==> config.mk <==
export PLATFORM = sky130hd
export DESIGN_NAME = ext_ram_banked
export DESIGN_NICKNAME = d
export VERILOG_FILES = /design/src/rtl/ext_ram_banked_pkg.sv /design/src/rtl/ext_ram_banked_mem_bank.sv /design/src/rtl/ext_ram_banked.sv
export SDC_FILE = /design/constraint.sdc
export NUM_CORES = 2
export LEC_CHECK = 0
export ABC_CLOCK_PERIOD_IN_PS = 8950
export CAP_MARGIN = 20
export CORE_MARGIN = 4
export CORE_UTILIZATION = 55
export DETAILED_ROUTE_END_ITERATION = 12
export GPL_ROUTABILITY_DRIVEN = 0
export PLACE_DENSITY = 0.73
export SLEW_MARGIN = 25
export SYNTH_ARGS = -nofsm -noshare
export SYNTH_HDL_FRONTEND = slang
export SYNTH_SLANG_ARGS = --single-unit
==> constraint.sdc <==
create_clock -name clk -period 8.95 [get_ports clk]
set_input_delay 1.79 -clock clk [delete_from_list [all_inputs] [get_ports clk]]
set_output_delay 1.79 -clock clk [all_outputs]
set_load 0.02 [all_outputs]
==> src/rtl/ext_ram_banked_pkg.sv <==
// Shared types and geometry helpers for the LDPC message-store RAM: FSM state
// encoding and bank-count / bank-depth derivation. Pure definitions, no timing or flow control.
package ldpc_mem_pkg;

  typedef enum logic {
    ST_IDLE  = 1'b0,
    ST_CLEAR = 1'b1
  } state_e;

  function automatic int bank_bits(input int num_banks);
    return $clog2(num_banks);
  endfunction

  function automatic int bank_depth(input int ram_depth, input int num_banks);
    return ram_depth / num_banks;
  endfunction

endpackage

==> src/rtl/ext_ram_banked_mem_bank.sv <==
// One interleaved bank: simple dual-port, synchronous write, registered read (1 cycle).
// No flow control; the read register holds its value while re is low.
module mem_bank
  import ldpc_mem_pkg::*;
#(
  parameter int DATA_WIDTH = 8,
  parameter int ROW_AW     = 6,
  parameter int DEPTH      = 64
) (
  input  logic                  clk,
  input  logic                  rst_n,
  input  logic                  we,
  input  logic [ROW_AW-1:0]     waddr,
  input  logic [DATA_WIDTH-1:0] wdata,
  input  logic                  re,
  input  logic [ROW_AW-1:0]     raddr,
  output logic [DATA_WIDTH-1:0] rdata
);

  logic [DATA_WIDTH-1:0] mem [DEPTH];
  logic [DATA_WIDTH-1:0] rdata_d, rdata_q;

  always_ff @(posedge clk) begin
    if (we) begin
      mem[waddr] <= wdata;
    end
  end

  always_comb begin
    rdata_d = rdata_q;
    if (re) begin
      rdata_d = mem[raddr];
    end
  end

  // Only the read register is reset so rd_data comes out of reset as zero.
  always_ff @(posedge clk or negedge rst_n) begin
    if (!rst_n) begin
      rdata_q <= '0;
    end else begin
      rdata_q <= rdata_d;
    end
  end

  assign rdata = rdata_q;

endmodule

==> src/rtl/ext_ram_banked.sv <==
// Banked 1W/1R message RAM with clear engine; reads return after 1 cycle, write-first on collision.
// No backpressure: accesses arriving while the clear engine is busy are dropped and flagged on access_err.
module ext_ram_banked
  import ldpc_mem_pkg::*;
#(
  parameter int DATA_WIDTH = 8,
  parameter int ADDR_WIDTH = 8,
  parameter int NUM_BANKS  = 4,
  localparam int RAM_DEPTH = 1 << ADDR_WIDTH
) (
  input  logic                  clk,
  input  logic                  rst_n,
  input  logic                  chip_sel,
  input  logic                  wr_en,
  input  logic [ADDR_WIDTH-1:0] wr_addr,
  input  logic [DATA_WIDTH-1:0] wr_data,
  input  logic                  rd_en,
  input  logic [ADDR_WIDTH-1:0] rd_addr,
  output logic [DATA_WIDTH-1:0] rd_data,
  output logic                  rd_valid,
  input  logic                  clear_start,
  output logic                  busy,
  output logic                  access_err
);

  localparam int BANK_BITS  = bank_bits(NUM_BANKS);
  localparam int BANK_DEPTH = bank_depth(RAM_DEPTH, NUM_BANKS);
  localparam int SEL_W      = (BANK_BITS > 0) ? BANK_BITS : 1;
  localparam int ROW_W      = ADDR_WIDTH - BANK_BITS;
  localparam int ROW_AW     = (ROW_W > 0) ? ROW_W : 1;

  state_e                state_d, state_q;
  logic [ROW_AW-1:0]     clr_row_d, clr_row_q;
  logic                  rd_valid_d, rd_valid_q;
  logic                  access_err_d, access_err_q;
  logic [SEL_W-1:0]      rd_sel_d, rd_sel_q;
  logic                  fwd_d, fwd_q;
  logic [DATA_WIDTH-1:0] fwd_data_d, fwd_data_q;

  logic                  wr_ok, rd_ok;
  logic [SEL_W-1:0]      wr_bank, rd_bank;
  logic [ROW_AW-1:0]     wr_row, rd_row;
  logic [NUM_BANKS-1:0]  bank_we, bank_re;
  logic [ROW_AW-1:0]     bank_waddr;
  logic [DATA_WIDTH-1:0] bank_wdata;
  logic [DATA_WIDTH-1:0] bank_rdata [NUM_BANKS];

  assign busy  = (state_q == ST_CLEAR);
  assign wr_ok = chip_sel && wr_en && !busy;
  assign rd_ok = chip_sel && rd_en && !busy;

  // Low address bits pick the bank so sequential addresses spread across banks.
  assign wr_bank = SEL_W'(wr_addr & ADDR_WIDTH'(NUM_BANKS - 1));
  assign rd_bank = SEL_W'(rd_addr & ADDR_WIDTH'(NUM_BANKS - 1));
  assign wr_row  = ROW_AW'(wr_addr >> BANK_BITS);
  assign rd_row  = ROW_AW'(rd_addr >> BANK_BITS);

  always_comb begin
    state_d   = state_q;
    clr_row_d = clr_row_q;
    case (state_q)
      ST_CLEAR: begin
        if (clr_row_q == ROW_AW'(BANK_DEPTH - 1)) begin
          state_d   = ST_IDLE;
          clr_row_d = '0;
        end else begin
          clr_row_d = clr_row_q + ROW_AW'(1);
        end
      end
      ST_IDLE: begin
        if (clear_start) begin
          state_d = ST_CLEAR;
        end
      end
      default: state_d = ST_CLEAR;
    endcase
  end

  always_comb begin
    rd_valid_d   = rd_ok;
    access_err_d = chip_sel && (wr_en || rd_en) && busy;
    rd_sel_d     = rd_sel_q;
    fwd_d        = fwd_q;
    fwd_data_d   = fwd_data_q;
    if (rd_ok) begin
      rd_sel_d   = rd_bank;
      fwd_d      = wr_ok && (wr_addr == rd_addr);
      fwd_data_d = wr_data;
    end
  end

  // The clear engine owns every bank's write port while busy.
  always_comb begin
    bank_waddr = busy ? clr_row_q : wr_row;
    bank_wdata = busy ? '0 : wr_data;
    bank_we    = '0;
    bank_re    = '0;
    for (int b = 0; b < NUM_BANKS; b++) begin
      bank_we[b] = busy || (wr_ok && (wr_bank == SEL_W'(b)));
      bank_re[b] = rd_ok && (rd_bank == SEL_W'(b));
    end
  end

  always_ff @(posedge clk or negedge rst_n) begin
    if (!rst_n) begin
      state_q      <= ST_CLEAR;
      clr_row_q    <= '0;
      rd_valid_q   <= 1'b0;
      access_err_q <= 1'b0;
      rd_sel_q     <= '0;
      fwd_q        <= 1'b0;
      fwd_data_q   <= '0;
    end else begin
      state_q      <= state_d;
      clr_row_q    <= clr_row_d;
      rd_valid_q   <= rd_valid_d;
      access_err_q <= access_err_d;
      rd_sel_q     <= rd_sel_d;
      fwd_q        <= fwd_d;
      fwd_data_q   <= fwd_data_d;
    end
  end

  for (genvar g = 0; g < NUM_BANKS; g++) begin : g_bank
    mem_bank #(
      .DATA_WIDTH(DATA_WIDTH),
      .ROW_AW    (ROW_AW),
      .DEPTH     (BANK_DEPTH)
    ) u_bank (
      .clk  (clk),
      .rst_n(rst_n),
      .we   (bank_we[g]),
      .waddr(bank_waddr),
      .wdata(bank_wdata),
      .re   (bank_re[g]),
      .raddr(rd_row),
      .rdata(bank_rdata[g])
    );
  end

  assign rd_data    = fwd_q ? fwd_data_q : bank_rdata[rd_sel_q];
  assign rd_valid   = rd_valid_q;
  assign access_err = access_err_q;

endmodule

# After elaboration in Yosys (flattened, before gate mapping)
# Memory sizes are Yosys's and may differ from the RTL's. A register that Yosys moved wholly into a read port is not among the register bits.
# Index checks and enable logic that the tools add are counted.
[word_totals]
regBits = 20
ram_bits = 2048
inputBits = 30
elab_cells = 68
n_memories = 4
[memory_table]
columns = ["memory", "depth", "word_bits", "rd", "rd_clocked_by_memory_dff", "wr", "line_no", "text"]
rows = [
  ["g_bank[0].u_bank.mem", 64, 8, 1, 1, 1, "ext_ram_banked_mem_bank.sv:20", "logic [DATA_WIDTH-1:0] mem [DEPTH];"],
  ["g_bank[1].u_bank.mem", 64, 8, 1, 1, 1, "ext_ram_banked_mem_bank.sv:20", ""],
  ["g_bank[2].u_bank.mem", 64, 8, 1, 1, 1, "ext_ram_banked_mem_bank.sv:20", ""],
  ["g_bank[3].u_bank.mem", 64, 8, 1, 1, 1, "ext_ram_banked_mem_bank.sv:20", ""],
]
[op_classes]
addsub = 1
n_lt_le_gt_ge = 1
eq_ne = 8
muxes = 18
bitwise_logic = 2
reduce_logical = 27
[op_table]
columns = ["operator", "count"]
rows = [
  ["two-way mux 8 bit", 4],
  ["binary-select mux 8 bit (select 2 bit)", 1],
  ["logical AND 1 bit", 15],
  ["two-way mux 6 bit", 2],
  ["two-way mux 1 bit", 10],
  ["== test 2 bit, second input constant", 4],
  ["== test 8 bit", 1],
  ["adder 6 x 1 -> 6 bit, second input constant", 1],
  ["== test 6 bit, second input constant", 1],
  ["logical NOT 1 bit", 5],
  ["logical OR 1 bit", 5],
  ["== test 2 x 1 -> 1 bit, second input constant", 2],
  ["logical NOT 2 bit", 2],
  ["greater-or-equal comparator 3 bit, second input constant", 1],
  ["inverter 2 -> 3 bit", 1],
  ["case mux 1 bit (2 select lines)", 1],
  ["inverter 1 bit", 1],
]

# Logic depth before layout (Yosys ltp)
[logic_depth]
depth_word = 6
ltp_mapped = 11

# Modules after synthesis
# Synthesis repeated with hierarchy kept, for this count alone.
[hier_totals]
cells_unflattened = 3891
area_unflattened_um2 = 82253.9
[modules_own_cells]
columns = ["module", "n_inst", "cells_per_inst", "area_per_inst_um2", "seq_area_each_um2"]
rows = [
  ["mem_bank", 4, 939, 20226.9, 15574.9],
  ["ext_ram_banked", 1, 135, 1346.3, 501.7],
]

# Least setup slack after synthesis
# Ideal clock, no wire load.
[synth_timing]
path_kind = "in2reg"
start = "input port wr_data[0]"
end = "memory g_bank[0].u_bank.mem[0][0] (data pin)"
setup_time_ns = 1.446
arrival_time_ns = 7.935
setup_slack_ns = -0.431
cell_stages = 1
cell_sequence = "nor2b_1"
[synth_via]
elab_chain_len = 1
[synth_rtl]
columns = ["item", "line_no", "text"]
rows = [
  ["from (decl)", "ext_ram_banked.sv:16", "input logic [DATA_WIDTH-1:0] wr_data,"],
  ["two-way mux 8 bit", "ext_ram_banked.sv:95", "bank_wdata = busy ? '0 : wr_data;"],
  ["to (decl)", "ext_ram_banked_mem_bank.sv:20", ""],
]
# Every way passes these cells.

# Worst setup path in the final report
[layout_timing]
start = "register rd_sel_q[0]"
end = "output port rd_data[6]"
[layout_via]
elab_chain_len = 5
[layout_rtl]
columns = ["item", "line_no", "text"]
rows = [
  ["from (decl)", "ext_ram_banked.sv:36", "logic [SEL_W-1:0] rd_sel_d, rd_sel_q;"],
  ["from (signal assigned)", "ext_ram_banked.sv:118", "rd_sel_q <= rd_sel_d;"],
  ["inverter 2 -> 3 bit (implied by the code)", "ext_ram_banked.sv:141", "assign rd_data = fwd_q ? fwd_data_q : bank_rdata[rd_sel_q];"],
  ["binary-select mux 8 bit (select 2 bit)", "ext_ram_banked.sv:141", ""],
  ["two-way mux 8 bit (implied by the code) (2 in series)", "ext_ram_banked.sv:141", ""],
  ["two-way mux 8 bit", "ext_ram_banked.sv:141", ""],
  ["to (decl)", "ext_ram_banked.sv:19", "output logic [DATA_WIDTH-1:0] rd_data,"],
]
# Every way passes these cells. The select of a mux whose other input is x is not followed.

==> key figures <==
Cells and area
  • Share of cells above drive strength 1: 0.200
  • Area Growth Syn to Fin: 11.5%
  • Layout Cells excl Fill: 6180
  • Final #Nets: between 4000 and 5000

Timing
  • Maximum operating frequency: around 210 MHz
  • Setup TNS: 0 ns
  • Final critical-path required period: 4.83 ns
  • Max-slew violations: 0
  • Final setup viols: 0
  • Fin. Hold Viols: 0
  • Worst-margin pin slew: approximately 1.2 ns
  • Period utilisation layout: 0.540
  • Worst slew margin: 0.226
  • Hold_ws: roughly 0.48 ns
  • Clock Skew: roughly 0.05 ns
  • Unrepaired setup endpoints after global routing: false

Floorplanning
  • Die X: roughly 390 um
  • Core ar.: roughly 0.15 mm2
  • Initial Utilization: 0.553
  • Die H: approximately 400 um
  • I/O Pins: 41
  • # rows: about 140
  • Die area: 0.154 mm2

Pwr
  • Max VDD drop: 0.284 mV
  • Lkg Pwr: 29.6 nW
  • Power density over the cells: 248 mW/mm2
  • Total power: ~0.023 W

Clocking
  • Post-CTS setup buffers: 0
  • Hold_buf cts: 0
  • Clk Latency, worst-skew pair: approximately 0.84 ns
  • CTS Sinks: 2100
  • H-tree Lvls: 4
  • CTS tree: built
  • Cts bufs inserted: around 200
  • Clock transition at path regs: approximately 0.060 ns
  • CTS resizes: 0
  • CTS Buffer Depth: 3
  • Root buffer cell: clkbuf_16

Synth
  • Cell variety after synth: 47
  • Post-synth top area cell: edfxtp_1
  • Post-Synth Simple-Gate Area: 0.0249
  • Most frequent cell after synthesis: edfxtp_1
  • Top post-synthesis cells by area: edfxtp_1 (75%), mux4_2 (11%), mux2i_1 (4.0%), dfrtp_1 (1.6%), nor2_1 (1.2%)
  • Post-synthesis xor/xnor area fraction: 0.00107
  • Yosys reg bits: 2100
  • Synth top area share: 0.754
  • Synth Instances: 3998
  • Number of synthesized flops with an enable pin: roughly 2000
  • Synth Area in Adders: 0.000153
  • Primary FF master, synth: edfxtp_1
  • Syn nets: about 4000
  • Mapped cell area: 0.0815 mm2
  • Synth Area in Compound Gates: 0.0355
  • Ys Warns: 0
  • Sequential cell area fraction in the yosys report: 0.770
  • Portion of netlist area occupied by mux cells: 0.154
  • Top cells by count, synth: edfxtp_1 (2048), mux4_2 (392), mux2i_1 (322), nor2_1 (266), clkbuf_1 (135)
  • Post-synthesis async set-or-reset flop share: 0.0248
  • Largest family of logic cells by synthesized area: multiplexers
  • Avg Synthesized Cell Area: around 20 um2

Critical path
  • Max Fanout on Critical Path: 9
  • Startpoint types: flop
  • CP Capture Type: primary output
  • Reg-to-Reg Start: busy
  • FF-to-FF path depth: 5
  • Critical path arrival: approximately 3 ns
  • Required time of the worst setup path: about 7 ns
  • WS Path Type: flop to primary output
  • Flop2flop setup slack: between 4 and 5 ns
  • Crit Reg-Reg Endpoint: g_bank[2].u_bank.mem[0][3]

Detailed routing
  • Vias: 40782
  • Post-DR vias/cell: 6.60
  • Final ANT Viol Nets: 0
  • Post-Route WL: 193000 um
  • Drt wl/cell: 31.2 um
  • Initial DRC count: 5262
  • Remaining DRCs: 0
  • Initial DRT Pass Iterations: 6

Outcome
  • Outcome: finished clean

Hold path
  • Hold path depth: 2
  • Worst min-delay path class: flop to flop
  • Hold Path End: fwd_data_q[7]
  • Min-delay src: fwd_data_q[7]

Global route
  • Number of global-route vias before repair: 40604
  • GRT overflow: 0
  • Global-route wire length before repair: around 280000 um
  • Initial antenna violation count: 4
  • Largest net degree at the start of global routing: about 230
  • All-layer global routing usage: 0.253

Run
  • Total of max-cap violations: 0

Placement
  • DP HPWL: 113000 um
  • Buffers on Ports: 40
  • Placed cells: about 5800
power by group:
group,leakage (nW),internal (W),total (W),switching (W)
Sequential,19.7,0.0115,0.0117,0.000174
Combinational,6.65,0.000602,0.00232,0.00171
Clock,3.28,0.00488,0.00856,0.00368
how the worst max path moves through the flow:
stage | from | to | depth (start not counted)
after floorplan | wr_data[0] | g_bank[0].u_bank.mem[0][0] | 1
after global placement | chip_sel | g_bank[1].u_bank.mem[60][5] | 6
after detailed placement | chip_sel | g_bank[0].u_bank.mem[40][5] | 6
after CTS | rd_sel_q[0] | rd_data[6] | 3
after global routing | rd_sel_q[0] | rd_data[6] | 3
final | rd_sel_q[0] | rd_data[6] | 3
critical path: stages, from the launching register on:
cell and delay (ns):
dfrtp_1 0.64, mux4_2 0.57, mux2_2 0.40, clkdlybuf4s50_1 0.58
cell usage in the layout, fill, tap and decap left out, drive strengths merged, types with 3 or more instances in the layout:
| cell | count |
|---|---|
| mux2 | 44 |
| inv | 21 |
| nor2 | 266 |
| or2 | 4 |
| a21oi | 35 |
| clkbuf | 241 |
| edfxtp | 2048 |
| mux4 | 392 |
| nand3 | 3 |
| nand2 | 82 |
| clkdlybuf4s50 | 35 |
| buf | 77 |
| nor2b | 11 |
| xnor2 | 9 |
| o32ai | 4 |
| bufinv | 22 |
| nor3 | 46 |
| nand3b | 4 |
| o22ai | 32 |
| clkinvlp | 9 |
| a22oi | 96 |
| nand2b | 9 |
| o21ai | 102 |
| dfrtp | 51 |
| a221o | 32 |
| clkinv | 97 |
| nand4 | 38 |
| mux2i | 322 |
| a221oi | 96 |
flip-flops by register name, indices dropped and copies added, names as in the netlist:
register	cells
fwd_data_q	8
fwd_q	1
g_bank.u_bank.rdata	32
clr_row_q	6
access_err	1
g_bank.u_bank.mem	2048
rd_valid	1
rd_sel_q	2
busy	1
cells by family (layout without fill, tap and decap cells):
kind of cell | Yosys count | count (layout)
adders and majority gates | 1 | 1
DFF | 2100 | 2100
and+or+nand+nor | 471 | 471
muxes | 758 | 758
xor gates and xnor gates | 10 | 10
buffers and inverters | 251 | 502
other | 0 | 1
AOI/OAI and AO/OA | 407 | 407
final cells by class:
| class | count | area, um2 |
|---|---|---|
| clock inverters | 139 | 1420 |
| clock buffers | 241 | 5290 |
| diodes | 1 | 2.50 |
| inverters | 10 | 37.5 |
| repair buffers | 112 | 1180 |
| well taps | 1930 | 2410 |
| multi-input cells | 1647 | 17700 |
| fillers | 9938 | 56600 |
| flip-flops and latches | 2100 | 62800 |
per-stage QoR:
stage / setup slack (ns) / cell area [um2] / utilization
after detailed placement: 3.64 / 84100 / 0.570
final: 4.12 / 90900 / 0.616
after CTS: 4.06 / 90800 / 0.616
after global placement: 3.58 / 84000 / 0.570
after floorplan: 2.63 / 81600 / -
after global routing: 3.99 / 90900 / 0.616
routing by layer:
layer / part of all wire / GRT usage / vias to the layer above
met5: 0.00014 / 0 / -
met4: 0.030 / 0.0777 / 4
met3: 0.11 / 0.0607 / 343
met2: 0.47 / 0.386 / 2300
met1: 0.39 / 0.368 / 21356
li1: - / - / 16779
No activity file was read; power rests on OpenSTA's default activity.
